`src/rtl/dec_ls_seq.sv`:
```
// dec_ls_seq -- load/store decode stage with multi-beat sequencing.
//
// This stage sits between the frontend issue slot and the load/store unit.
// It decodes D-form loads/stores and X-form loads/stores (opcd 31). Each
// accepted instruction becomes one or more registered control beats for the
// LSU:
//   - plain load/store and store-with-update: one beat
//   - load-with-update: an access beat, then an address-return beat
//   - lmw/stmw: one beat per register, from rt up to NREG-1
//     (only when DEC_LS_MULTIPLE_EN is defined)
// Any instruction that is not a load/store passes through as a null beat.
//
// Build option:
//   DEC_LS_MULTIPLE_EN  defined   : lmw/stmw are sequenced
//                       undefined : lmw/stmw emit a single ctrl_illegal beat
//
// Ports:
//   clk, reset        clock; asynchronous active-high reset
//   inst_valid/ir     issue slot; inst_ready is combinational (slot taken)
//   ctrl_ready        LSU accepts the current beat
//   ctrl_*            registered beat fields (valid, we, mode, exts,
//                     do_request, return_dout, multiple, first, last, reg,
//                     offset, illegal)
module dec_ls_seq #(
    parameter int IR_W   = 32,
    parameter int NREG   = 32,
    parameter int REG_W  = 5,
    parameter int WORD_B = 4,
    parameter int OFFS_W = 8
) (
    input  logic              clk,
    input  logic              reset,
    input  logic              inst_valid,
    input  logic [IR_W-1:0]   inst_ir,
    output logic              inst_ready,
    input  logic              ctrl_ready,
    output logic              ctrl_valid,
    output logic              ctrl_we,
    output logic [1:0]        ctrl_mode,
    output logic              ctrl_exts,
    output logic              ctrl_do_request,
    output logic              ctrl_return_dout,
    output logic              ctrl_multiple,
    output logic              ctrl_first,
    output logic              ctrl_last,
    output logic [REG_W-1:0]  ctrl_reg,
    output logic [OFFS_W-1:0] ctrl_offset,
    output logic              ctrl_illegal
);

    localparam logic [1:0] MODE_NULL = 2'd0;
    localparam logic [1:0] MODE_BYTE = 2'd1;
    localparam logic [1:0] MODE_HALF = 2'd2;
    localparam logic [1:0] MODE_WORD = 2'd3;

    typedef enum logic [1:0] {
        ST_IDLE = 2'd0,
        ST_UPD  = 2'd1
`ifdef DEC_LS_MULTIPLE_EN
        , ST_MULT = 2'd2
`endif
    } state_t;

    state_t state_reg, state_next;

    // ------------------------------------------------------------------
    // Instruction fields
    // ------------------------------------------------------------------
    logic [5:0]       opcd;
    logic [REG_W-1:0] rt;
    logic [9:0]       xo;

    assign opcd = inst_ir[31:26];
    assign rt   = inst_ir[25:21];
    assign xo   = inst_ir[10:1];

    // Register/displacement fields and Rc have no role in this stage.
    logic unused_bits;
    assign unused_bits = ^{inst_ir[20:11], inst_ir[0], 32'(NREG), 32'(WORD_B)};

    // ------------------------------------------------------------------
    // Decode
    // D-form opcodes 32..47 and the X-form xo values ((k << 5) | 23)
    // share the same 4-bit op index k:
    //   k[3:1]: 0 lwz, 1 lbz, 2 stw, 3 stb, 4 lhz, 5 lha, 6 sth, 7 lmw/stmw
    //   k[0]  : update form (or stmw for k[3:1]==7)
    // X-form has no counterpart to lmw/stmw, so k is limited to 0..13.
    // ------------------------------------------------------------------
    logic [3:0] dec_k;
    logic       dec_ls;
    logic       dec_mult;
    logic       dec_store;
    logic       dec_update;
    logic       dec_exts;
    logic [1:0] dec_mode;

    always_comb begin
        dec_k    = 4'd0;
        dec_ls   = 1'b0;
        dec_mult = 1'b0;
        if (opcd[5:4] == 2'b10) begin
            dec_k    = opcd[3:0];
            dec_ls   = (opcd[3:1] != 3'b111);
            dec_mult = (opcd[3:1] == 3'b111);
        end else if (opcd == 6'd31 && xo[4:0] == 5'd23 && !xo[9] && xo[8:5] <= 4'd13) begin
            dec_k  = xo[8:5];
            dec_ls = 1'b1;
        end
    end

    always_comb begin
        dec_update = dec_k[0];
        dec_store  = (dec_k[3:1] == 3'd2) || (dec_k[3:1] == 3'd3) || (dec_k[3:1] == 3'd6);
        dec_exts   = (dec_k[3:1] == 3'd5);
        case (dec_k[3:1])
            3'd1, 3'd3:       dec_mode = MODE_BYTE;
            3'd4, 3'd5, 3'd6: dec_mode = MODE_HALF;
            default:          dec_mode = MODE_WORD;
        endcase
    end

    // ------------------------------------------------------------------
    // Beat registers
    // ------------------------------------------------------------------
    logic              valid_reg, valid_next;
    logic              we_reg, we_next;
    logic [1:0]        mode_reg, mode_next;
    logic              exts_reg, exts_next;
    logic              do_request_reg, do_request_next;
    logic              return_dout_reg, return_dout_next;
    logic              multiple_reg, multiple_next;
    logic              first_reg, first_next;
    logic              last_reg, last_next;
    logic [REG_W-1:0]  reg_reg, reg_next;
    logic [OFFS_W-1:0] offset_reg, offset_next;
    logic              illegal_reg, illegal_next;

    // The output stage advances when it is empty or its beat is taken.
    logic adv;
    assign adv        = ~valid_reg | ctrl_ready;
    assign inst_ready = (state_reg == ST_IDLE) & adv;

    always_comb begin
        state_next       = state_reg;
        valid_next       = valid_reg;
        we_next          = we_reg;
        mode_next        = mode_reg;
        exts_next        = exts_reg;
        do_request_next  = do_request_reg;
        return_dout_next = return_dout_reg;
        multiple_next    = multiple_reg;
        first_next       = first_reg;
        last_next        = last_reg;
        reg_next         = reg_reg;
        offset_next      = offset_reg;
        illegal_next     = illegal_reg;

        if (adv) begin
            case (state_reg)
                ST_IDLE: begin
                    valid_next       = 1'b0;
                    we_next          = 1'b0;
                    mode_next        = MODE_NULL;
                    exts_next        = 1'b0;
                    do_request_next  = 1'b0;
                    return_dout_next = 1'b0;
                    multiple_next    = 1'b0;
                    first_next       = 1'b0;
                    last_next        = 1'b0;
                    reg_next         = '0;
                    offset_next      = '0;
                    illegal_next     = 1'b0;
                    if (inst_valid) begin
                        // Non-LS ops fall through as a null single beat.
                        valid_next = 1'b1;
                        first_next = 1'b1;
                        last_next  = 1'b1;
                        if (dec_ls) begin
                            do_request_next  = 1'b1;
                            we_next          = dec_store;
                            mode_next        = dec_mode;
                            exts_next        = dec_exts;
                            reg_next         = rt;
                            return_dout_next = ~dec_store & ~dec_update;
                            if (~dec_store & dec_update) begin
                                // Access beat now; address-return beat follows.
                                return_dout_next = 1'b1;
                                last_next        = 1'b0;
                                state_next       = ST_UPD;
                            end
                        end else if (dec_mult) begin
`ifdef DEC_LS_MULTIPLE_EN
                            do_request_next  = 1'b1;
                            mode_next        = MODE_WORD;
                            multiple_next    = 1'b1;
                            reg_next         = rt;
                            we_next          = dec_k[0];
                            return_dout_next = ~dec_k[0];
                            if (rt != REG_W'(NREG - 1)) begin
                                last_next  = 1'b0;
                                state_next = ST_MULT;
                            end
`else
                            illegal_next = 1'b1;
                            reg_next     = rt;
`endif
                        end
                    end
                end
                ST_UPD: begin
                    // Address-return beat: mode/reg/exts carried over.
                    we_next          = 1'b0;
                    do_request_next  = 1'b0;
                    return_dout_next = 1'b0;
                    first_next       = 1'b0;
                    last_next        = 1'b1;
                    state_next       = ST_IDLE;
                end
`ifdef DEC_LS_MULTIPLE_EN
                ST_MULT: begin
                    // ctrl_reg doubles as the beat counter; the offset
                    // tracks it in WORD_B steps from the starting register.
                    first_next  = 1'b0;
                    reg_next    = reg_reg + REG_W'(1);
                    offset_next = offset_reg + OFFS_W'(WORD_B);
                    if (reg_reg + REG_W'(1) == REG_W'(NREG - 1)) begin
                        last_next  = 1'b1;
                        state_next = ST_IDLE;
                    end
                end
`endif
                default: begin
                    state_next = ST_IDLE;
                end
            endcase
        end
    end

    always_ff @(posedge clk or posedge reset) begin
        if (reset) begin
            state_reg       <= ST_IDLE;
            valid_reg       <= 1'b0;
            we_reg          <= 1'b0;
            mode_reg        <= MODE_NULL;
            exts_reg        <= 1'b0;
            do_request_reg  <= 1'b0;
            return_dout_reg <= 1'b0;
            multiple_reg    <= 1'b0;
            first_reg       <= 1'b0;
            last_reg        <= 1'b0;
            reg_reg         <= '0;
            offset_reg      <= '0;
            illegal_reg     <= 1'b0;
        end else begin
            state_reg       <= state_next;
            valid_reg       <= valid_next;
            we_reg          <= we_next;
            mode_reg        <= mode_next;
            exts_reg        <= exts_next;
            do_request_reg  <= do_request_next;
            return_dout_reg <= return_dout_next;
            multiple_reg    <= multiple_next;
            first_reg       <= first_next;
            last_reg        <= last_next;
            reg_reg         <= reg_next;
            offset_reg      <= offset_next;
            illegal_reg     <= illegal_next;
        end
    end

    assign ctrl_valid       = valid_reg;
    assign ctrl_we          = we_reg;
    assign ctrl_mode        = mode_reg;
    assign ctrl_exts        = exts_reg;
    assign ctrl_do_request  = do_request_reg;
    assign ctrl_return_dout = return_dout_reg;
    assign ctrl_multiple    = multiple_reg;
    assign ctrl_first       = first_reg;
    assign ctrl_last        = last_reg;
    assign ctrl_reg         = reg_reg;
    assign ctrl_offset      = offset_reg;
    assign ctrl_illegal     = illegal_reg;

endmodule

```
`config.mk`:
```
export PLATFORM = sky130hd
export DESIGN_NAME = dec_ls_seq
export DESIGN_NICKNAME = d
export VERILOG_FILES = /design/src/rtl/dec_ls_seq.sv
export SDC_FILE = /design/constraint.sdc
export NUM_CORES = 1
export LEC_CHECK = 0
export ABC_AREA = 1
export ABC_CLOCK_PERIOD_IN_PS = 2500
export CAP_MARGIN = 40
export CORE_MARGIN = 2
export CORE_UTILIZATION = 39
export DETAILED_ROUTE_END_ITERATION = 8
export HOLD_SLACK_MARGIN = 0.08
export PLACE_DENSITY_LB_ADDON = 0.15
export SKIP_CTS_REPAIR_TIMING = 1
export SYNTH_ARGS = -nofsm -noshare
export SYNTH_HDL_FRONTEND = slang
export SYNTH_SLANG_ARGS = --single-unit
export TNS_END_PERCENT = 20
```
`constraint.sdc`:
```
create_clock -name clk -period 2.5 [get_ports clk]
set_input_delay 0.375 -clock clk [delete_from_list [all_inputs] [get_ports clk]]
set_output_delay 0.375 -clock clk [all_outputs]
set_load 0.005 [all_outputs]
```
# Yosys cells after proc, flatten, opt, wreduce, memory -nomap -nowiden
# Cells that the tools add are included.
# totals
rom_bits	0
memories	0
word_cells	83
mem_bits_rw	0
reg_bits	17
latchBits	0
input_bits	36
# classes
order_cmp	1
n_shift	0
n_eq_ne	15
n_mul	0
n_addsub	0
reduce_logical	13
bitwise	7
div_mod_pow	0
mux	36
# op_table
cell	n
two-way mux 1 bit	19
two-way mux 5 bit	3
== test 3 bit (second input constant)	4
two-way mux 2 bit	6
case mux 1 bit (2 select lines)	5
two-way mux 4 bit	2
== test 3 x 2 -> 1 bit (second input constant)	2
== test 6 x 5 -> 1 bit (second input constant)	1
== test 5 bit (second input constant)	1
<= comparator 4 bit (second input constant)	1
inequality test 2 bit (second input constant)	2
case mux 2 bit (2 select lines)	1
AND reduction 2 bit	2
AND reduction 4 bit	1
bitwise AND 1 bit	3
== test 3 x 1 -> 1 bit (second input constant)	1
logical AND 1 bit	3
inequality test 3 bit (second input constant)	1
inverter 1 bit	3
OR reduction 3 bit	1
== test 2 x 1 -> 1 bit (second input constant)	1
== test 2 bit (second input constant)	1
logical NOT 2 bit	1
logical OR 1 bit	2
5 further kinds	5

# Longest topological paths before layout
# depth
word_depth	15
depth_mapped	11

# Worst setup path before layout
# Ideal clock, no wire load.
# synth_path
path_kind	input to output
from	in ctrl_ready
to	out inst_ready
slack_ns	1.105
required_time_ns	2.125
t_arrival_ns	1.020
stages	5
path_cell_list	or2_1 buf_4 nand2_2 buf_4 inv_2
# synth_via
elab_chain_cells	2
# synth_lines
item	line_no	text
start: declaration	36	input logic ctrl_ready,
bitwise OR 1 bit	140	assign adv = ~valid_reg | ctrl_ready;
bitwise AND 1 bit	141	assign inst_ready = (state_reg == ST_IDLE) & adv;
end: declaration	35	output logic inst_ready,
# Every way passes these cells.

# Final worst setup path
# Ends and elaborated chain as after synthesis.

==> results.toml <==
[synth]
synth_area_per_cell_um2 = 9.071
synth_common_cells = "19 x nand2_1, 16 x dfrtp_1, 13 x inv_1, 11 x buf_4, 6 x nand2_2"
synth.most_common_cell = "nand2_1"
synthMuxAreaShare_pct = 1.022
synth_cell_type_count = 26
yosysSeqAreaShare_pct = 40.87
yosysWarnings = 0
ys_seq_elements = 16
synth_area_um2 = 979.7
synth_top_cell_area_share_pct = 40.87
synth_edf_count = 0
yosys-top-cells-area = "dfrtp_1 41%, buf_4 8.4%, nand2_1 7.3%"
synth_top_area_cell = "dfrtp_1"
synthSimpleGateAreaFrac_pct = 25.93
synth_top_family_by_area = "simple AND/OR/NAND/NOR gates"
synth-async-reset-ratio_pct = 100.0
syn_inst = 108
synthAdderAreaFrac_pct = 0
synth_compound_area_share_pct = 15.07
synth-xor-area-share_pct = 0
ys.flop_type = "dfrtp_1"

[worst_setup_path]
crit_fanout = 7
slowest_stage = "clkdlybuf4s50_1"
end_kind = "output pin"
cp.required_ns = 2.12
cp_common_cell = "clkdlybuf4s50_1"
critPathBufInv = 3
critPathMaxStageDelay_ns = 0.49
startpoint_type = "primary input"
critPathKind = "in -> out"
critPathTopFamily = "buffers and inverters"
path_cells = "clkdlybuf4s50_1, or2_1, nand2_2, inv_2, clkdlybuf4s50_1"
cp.arrival_ns = 1.74

[global_routing]
grt_pass1_vias = 754
grt-ovfl-total = 0
grt_max_degree = 17
grt_usage_pct = 14.94
antenna_found_initial = 0
grt_first_pass_wirelength_mm = 3.125

[die]
initial_core_util_pct = 40.28
fp.dieW_um = 54.12
coreArea_um2 = 2432
ioPinCount = 61
die-area_um2 = 2929
rows = 18
die_h_um = 54.12

[pwr]
leakage_nw = 0.6293
ir_drop_mv = 0.4501
p_per_area_nw_per_um2 = 419.1

[placed_design]
placed_cell_area_um2 = 1373
hpwl_mm = 1.582
finalWeightedCongestion = 0.7216
portBuffers = 40
dp_cells = 176

[clocking]
clk_latency_ns = 0.29
cts_buffers = 3
htree_levels = 1
clk_pin_slew_ns = 0.09
cts_tree = "done"
cts_buffer_depth = 2
cts.sinks = 16
cts-root-buf = "clkbuf_4"

[routing]
wl_per_cell_um = 10.66
route.top_layer_used = "met4"
vias_per_cell = 4.475
drt_iter0_drc = 6
route.detailed.drc = 0
wl_met3_um = 93
dr.pass1.iters = 3
wl_mm = 1.909
wl_met1_um = 795
dr_wl_met2_mm = 1.014
ant_nets = 0
num_vias = 801

[timing]
maxSlewHeadroom_pct = 59.03
fin_tns_setup_ns = 0
period_needed_ns = 2.116
rsz0062_at_grt = "no"
finalSetupViolCount = 0
finClkSkew_ns = 0.003673
fin_hold_ws_ns = 0.4581
slew_violations = 0
max_freq_ghz = 0.4726
finalCritPeriodShare_pct = 84.64
worst_slew_pin_slew_ns = 0.6139
hold_viol_final = 0

[job]
drv_cap = 0

[worst_hold_path]
hp-class = "in -> async"

[layout]
design_area_um2 = 1395
nNetsFinal = 187
largest_register_ffs = 5
final_cells = 179
drive_gt1_share_pct = 20.81
antenna_cells = 0
synthToLayoutAreaGrowth_pct = 42.40

[outcome]
status = "completed"
-- area by class of cell --
cell class,instances,area (um^2)
Inverter,19,81.33
Sequential cell,16,400.4
Fill cell,244,1037
Multi-Input combinational cell,70,445.4
Timing Repair Buffer,41,407.9
Tap cell,30,37.54
Clock buffer,3,22.52
-- metrics by stage --
step | utilization (%) | worst slack [ns] | power [mW]
3_5_place_dp | 56.43 | 0.3729 | 0.4552
4_1_cts | 57.36 | 0.3711 | 0.5942
3_3_place_gp | 56.43 | 0.3702 | 0.4526
6_report | 57.36 | 0.3839 | 0.5847
5_1_grt | 57.36 | 0.2759 | 0.6226
2_1_floorplan | - | 1.105 | 0.3782
-- routing by layer --
metal,GRT usage (%),vias to the layer above
met4,3.750,0
met3,5.000,2
li1,-,408
met2,26.91,24
met1,16.67,367
met5,0,-
-- cells by family (layout without fill, tap and decap cells) --
logic type / count (synthesis) / after routing
muxes: 1 / 1
DFF: 16 / 16
buffers and inverters: 30 / 63
other: 1 / 9
and+or+nand+nor: 43 / 43
AOI/OAI and AO/OA: 17 / 17
-- report_power, final --
| part | switching (mW) | internal (mW) |
|---|---|---|
| registers | 0.00814 | 0.275 |
| logic | 0.0760 | 0.0890 |
| clock network | 0.0809 | 0.0560 |
-- placed cells by master (no fill, tap or decap), drive strengths merged --
cell type and n:
a22o 1, a32o 5, nor2 10, inv 17, nand2 28, clkbuf 3, buf 1, dfrtp 16
a21oi 1, or2 1, o21ai 8, clkinv 2, nand3 4, mux2i 1, conb 9, clkdlybuf4s50 40
o22ai 2
-- path summary, 6_finish.rpt --
check / from / to / slack, ns / cells past startpoint
worst max register to register: ctrl_valid / ctrl_exts / 0.86 / 9
worst max-delay path: ctrl_ready / inst_ready / 0.38 / 5
max in group asynchronous: reset / ctrl_valid / 1.64 / 2
worst min register to register: ctrl_mode[0] / ctrl_mode[0] / 0.49 / 2
min in group clk: ctrl_mode[0] / ctrl_mode[0] / 0.49 / 2
worst min-delay path: reset / ctrl_mode[0] / 0.46 / 2
(Power assumes the default switching activity.)
